File: src/rtl/prog_counter.sv
// Programmable up/down modulo counter with an enable prescaler and optional saturation.
// q, tc and sat are all registered; reset is asynchronous and active-high.
module prog_counter #(
    parameter int WIDTH    = 4,
    parameter int MODULO   = 0,
    parameter int DIV      = 1,
    parameter int SATURATE = 0
) (
    input  logic             clk,
    input  logic             reset,
    input  logic             clear,
    input  logic             load,
    input  logic [WIDTH-1:0] load_val,
    input  logic             en,
    input  logic             up,
    output logic [WIDTH-1:0] q,
    output logic             tc,
    output logic             sat
);

    localparam int              PW       = (DIV > 1) ? $clog2(DIV) : 1;
    localparam int              WP1      = WIDTH + 1;
    localparam logic [WIDTH:0]  M_EXT    = (MODULO == 0) ? {1'b1, {WIDTH{1'b0}}} : WP1'(MODULO);
    localparam logic [WIDTH:0]  MAX_EXT  = M_EXT - WP1'(1);
    localparam logic [WIDTH-1:0] MAX_Q   = MAX_EXT[WIDTH-1:0];
    localparam logic [PW-1:0]   PRE_LAST = PW'(DIV - 1);
    localparam bit              SAT_MODE = (SATURATE != 0);

    logic [WIDTH-1:0] r_q;
    logic [PW-1:0]    r_pre;
    logic             r_tc;
    logic             r_sat;

    logic [WIDTH-1:0] w_q_d;
    logic [PW-1:0]    w_pre_d;
    logic             w_tc_d;
    logic             w_sat_d;
    logic [WIDTH:0]   w_inc;
    logic [WIDTH:0]   w_dec;
    logic             w_at_top;
    logic             w_at_bot;

    // Extended-width arithmetic keeps q+1 intact for the modulus compare.
    assign w_inc    = {1'b0, r_q} + WP1'(1);
    assign w_dec    = {1'b0, r_q} - WP1'(1);
    assign w_at_top = ({1'b0, r_q} == MAX_EXT);
    assign w_at_bot = (r_q == '0);

    always_comb begin
        w_q_d   = r_q;
        w_pre_d = r_pre;
        w_tc_d  = 1'b0;
        w_sat_d = r_sat;
        if (clear) begin
            w_q_d   = '0;
            w_pre_d = '0;
            w_sat_d = 1'b0;
        end else if (load) begin
            w_q_d   = ({1'b0, load_val} > MAX_EXT) ? MAX_Q : load_val;
            w_pre_d = '0;
            w_sat_d = 1'b0;
        end else if (en) begin
            if (r_pre != PRE_LAST) begin
                w_pre_d = r_pre + PW'(1);
            end else begin
                w_pre_d = '0;
                if (up) begin
                    if (w_at_top) begin
                        // At the top bound: either hold and flag, or wrap with a pulse.
                        if (SAT_MODE) begin
                            w_sat_d = 1'b1;
                        end else begin
                            w_q_d  = '0;
                            w_tc_d = 1'b1;
                        end
                    end else begin
                        w_q_d   = w_inc[WIDTH-1:0];
                        w_sat_d = 1'b0;
                        w_tc_d  = SAT_MODE && (w_inc == MAX_EXT);
                    end
                end else begin
                    if (w_at_bot) begin
                        if (SAT_MODE) begin
                            w_sat_d = 1'b1;
                        end else begin
                            w_q_d  = MAX_Q;
                            w_tc_d = 1'b1;
                        end
                    end else begin
                        w_q_d   = w_dec[WIDTH-1:0];
                        w_sat_d = 1'b0;
                        w_tc_d  = SAT_MODE && (w_dec == '0);
                    end
                end
            end
        end
    end

    always_ff @(posedge clk or posedge reset) begin
        if (reset) begin
            r_q   <= '0;
            r_pre <= '0;
            r_tc  <= 1'b0;
            r_sat <= 1'b0;
        end else begin
            r_q   <= w_q_d;
            r_pre <= w_pre_d;
            r_tc  <= w_tc_d;
            r_sat <= w_sat_d;
        end
    end

    assign q   = r_q;
    assign tc  = r_tc;
    assign sat = r_sat;

endmodule

File: config.mk
export PLATFORM = sky130hd
export DESIGN_NAME = prog_counter
export DESIGN_NICKNAME = d
export VERILOG_FILES = /design/src/rtl/prog_counter.sv
export SDC_FILE = /design/constraint.sdc
export NUM_CORES = 1
export LEC_CHECK = 0
export ABC_AREA = 1
export ABC_CLOCK_PERIOD_IN_PS = 1000
export CORE_UTILIZATION = 29
export CTS_BUF_LIST = sky130_fd_sc_hd__clkbuf_8
export CTS_CLUSTER_SIZE = 28
export DETAILED_ROUTE_END_ITERATION = 7
export PLACE_DENSITY = 0.6
export SYNTH_ARGS = -nofsm -noshare
export SYNTH_HDL_FRONTEND = slang
export SYNTH_SLANG_ARGS = --single-unit
File: constraint.sdc
create_clock -name clk -period 1 [get_ports clk]
set_input_delay 0.15 -clock clk [delete_from_list [all_inputs] [get_ports clk]]
set_output_delay 0.15 -clock clk [all_outputs]
set_load 0.03 [all_outputs]
==> results.tsv <==
stage	metric	value	unit
worst_setup_path	Worst EP arrival	1.30	ns
floorplan	number of primary I/O pins	16	
cells_and_area	non-filler instance count after layout	111	
grt	met3 global-route usage	3.33	%
grt	maximum number of pins on one net before global-route repair	8	
place	cell area after placement	664	µm²
grt	Total Routing Usage GR	16.4	%
floorplan	width of the die	40.5	µm
routing	number of vias per cell after detailed routing	4.62	
cells_and_area	n_diodes	0	
cells_and_area	Design Area, Final	793	µm²
routing	detailed-routing iteration count for the pre-antenna-repair pass	4	
pwr	Worst VDD drop	0.683	mV
pwr	part of the total power dissipated in the clock network	38.2	%
grt	gr ovfl total	0	
timing	fin crit share	120	%
grt	GRT Max-Usage Layer	met2	
worst_setup_path	worst setup slack for register-to-register paths	-0.20	ns
synthesis	number of instances in the synthesized netlist	69	
synthesis	Syn Std Cell Area	430	µm²
clock_network	clock-pin slew of the registers on the worst-case setup and hold paths	0.04	ns
worst_setup_path	nature of the critical path startpoint	flop	
worst_setup_path	r2r startpoint	q[1]	
timing	shortest period the worst path allows	1.20	ns
worst_setup_path	CP endpoint	q[1]	
synthesis	share of the yosys chip area belonging to registers	29.1	%
worst_setup_path	top fanout value on the critical path	6	
worst_setup_path	WS Path Type	flop to flop	
synthesis	Synth warnings	0	
timing	endpoints failing setup	8	
cells_and_area	commonest cells after routing, fill and taps aside	nand2_1 (24), buf_4 (10), clkdlybuf4s50_1 (8)	
cells_and_area	share of layout cells above drive strength 1	42.7	%
timing	Fin. Hold Viols	0	
grt	number of global-route vias before repair	422	
cells_and_area	Area growth syn-to-layout	84.3	%
routing	routed wirelength normalized by instance count	10.6	µm
worst_setup_path	Cell Chain, Critical Path	inv_2 > ha_4 > o21ai_1 > a21oi_1 > o22ai_1	
floorplan	vertical die dimension	40.5	µm
synthesis	Synth top area share	29.1	%
routing	wire length reported by the detailed router	1.18	mm
clock_network	TritonCTS clock tree	done	
worst_setup_path	delay of the slowest critical-path stage	0.43	ns
synthesis	Synth Net Count	81	
floorplan	initial standard-cell utilization of the core	32.3	%
pwr	switching share of power	32.1	%
synthesis	Synth cell types	17	
clock_network	Max H-tree Level	1	
job	max-cap viol count	0	
synthesis	basic-gate share of the synthesized area counting and, or, nand and nor cells	43.3	%
worst_hold_path	class of the worst hold path	input pin to asynchronous set/reset pin	
worst_setup_path	Worst R2R End	q[1]	
grt	GR Util met2	27.8	%
cells_and_area	most common cell after layout, fill and taps aside	nand2_1	
routing	DR iter-0 viols	10	
clock_network	buffers from clock root to sink, at most	2	
worst_setup_path	Worst Setup SP	q[1]	
worst_setup_path	R2R cell count	5	
clock_network	Clock Sinks	5	
worst_setup_path	sort of element at the end of the critical path	flop	
place	weighted congestion at the end of routability-driven global placement	0.838	
outcome	violations in the final reports	setup timing	
timing	maximum clock frequency	830	MHz
floorplan	Core Area	1330	µm²
routing	drt drc	0	
synthesis	main combinational cell family by area after synthesis	simple AND/OR/NAND/NOR gates	
timing	RSZ-0062 raised after global routing	yes	
place	number of instances in the placed design	104	
pwr	Internal Pwr Total	653	µW
synthesis	arithmetic-cell share of the synthesized area counting full adders, half adders and majority gates	5.81	%
pwr	leakage power	0.390	nW
worst_setup_path	critical path data required time	1.09	ns
pwr	sequential cell fraction of total power	26.4	%
synthesis	area fraction in compound gates after synthesis	9.59	%
routing	post-route antenna net violation count	0	
synthesis	fraction of synthesized cell area in xor and xnor cells	0	%
place	estimated wirelength of the detail-placed design	884	µm
clock_network	clock root cell	clkbuf_8	
cells_and_area	number of nets at the end of the flow	109	
place	I/O Buffers	14	
clock_network	Clock Latency Late Sink	0.22	ns
grt	initial antenna violation count	0	
pwr	Pwr Density	1210	nW/µm²
worst_setup_path	cell with the largest stage delay on the worst path	dfrtp_2	
timing	post-route clock skew	0.00400	ns
synthesis	area leader, netlist	dfrtp_1	
clock_network	TritonCTS Buffers	3	
synthesis	flops & latches, synth	5	
outcome	result of the run	finished, violations left	
pwr	proportion of power drawn by combinational gates	35.4	%
synthesis	largest cells by area after synthesis	dfrtp_1 (29%), nand2_1 (23%), nand3_1 (12%)	
floorplan	die outline area	1640	µm²
synthesis	mean instance size in the synthesized netlist	6.24	µm²
timing	Worst Setup Slack, final	-0.205	ns
grt	met1 demand-to-capacity share in global routing	20.4	%
grt	global-route wire length before repair	1.76	mm
floorplan	# rows	13	
pwr	switching pwr	309	µW
routing	detailed-route via count	513	
synthesis	fraction of synthesized area in multiplexers	0	%
timing	fin. max-slew vios	0	
## registers in the layout, summed over array words and instances (netlist names)
name and flops:
tc 1, q 4
## kinds of logic (layout without fill, tap and decap cells)
kind of cell	after synthesis	in the layout
AOI/OAI and AO/OA	8	8
DFF	5	5
buffers and inverters	12	39
adders and majority gates	2	2
and+or+nand+nor	41	41
other	1	1
## layer usage
metal,part of all wire (%),vias up
met3,3.2,2
met1,43,225
met5,0,-
met2,53,16
met4,0.59,0
li1,-,270
## synth_stat cells
library cell,count
o21ai_0,1
dfrtp_1,5
nand3_2,1
nand2_1,26
nand2_4,1
conb_1,1
inv_1,6
nor3_2,1
inv_2,3
o21ai_1,2
nor2_1,2
clkinv_1,2
nand3_1,10
ha_1,2
o22ai_1,1
buf_4,1
a21oi_1,4
## timing repair
item | CTS | global route
hold buffers | 0 | 0
pin swaps | 7 | 2
setup endpoints to repair | 9 | 9
resized for setup | 11 | 5
buffers inserted | 1 | 2
## through the flow
stage | setup TNS, ns | setup WS [ns] | util, % | hold slack [ns] | power (mW)
5_1_grt | -1.31 | -0.281 | 59.5 | 0.140 | 1.01
4_1_cts | -0.824 | -0.187 | 56.7 | 0.130 | 0.946
6_report | -0.933 | -0.205 | 59.5 | 0.123 | 0.961
3_5_place_dp | -1.27 | -0.317 | 49.8 | 0.362 | 0.545
2_1_floorplan | -0.711 | -0.198 | - | -0.0717 | 0.415
3_3_place_gp | -1.27 | -0.292 | 49.8 | 0.360 | 0.541
## power groups by stage
stage / clock network [mW] / registers [mW] / logic, mW
global route: 0.377 / 0.256 / 0.373
finish: 0.367 / 0.254 / 0.341
global placement: 0 / 0.253 / 0.288
CTS: 0.366 / 0.255 / 0.325
detailed placement: 0 / 0.254 / 0.290
floorplan: 0 / 0.279 / 0.136
## area by class of cell
cell class,count,area [µm²]
timing repair buffer,24,224
tap,15,18.8
clock inverter,1,3.75
sequential,5,130
inverter,11,43.8
fill,134,541
clock buffer,3,41.3
multi-input combinational,52,332
## critical path: cells and delay by family (launching register included)
family | cells | cell delay (ns)
adders and majority gates | 1 | 0.27
buffers and inverters | 1 | 0.08
AOI/OAI and AO/OA | 3 | 0.30
DFF | 1 | 0.43
## how the worst min path moves through the flow
stage	start	end	slack, ns	depth (start not counted)
2_1_floorplan	reset	q[3]	-0.07	1
3_3_place_gp	reset	tc	0.36	2
3_5_place_dp	reset	q[3]	0.36	2
4_1_cts	reset	tc	0.13	2
5_1_grt	reset	tc	0.14	2
6_report	reset	tc	0.12	2
Note: power is estimated with default switching activity, not from simulation.
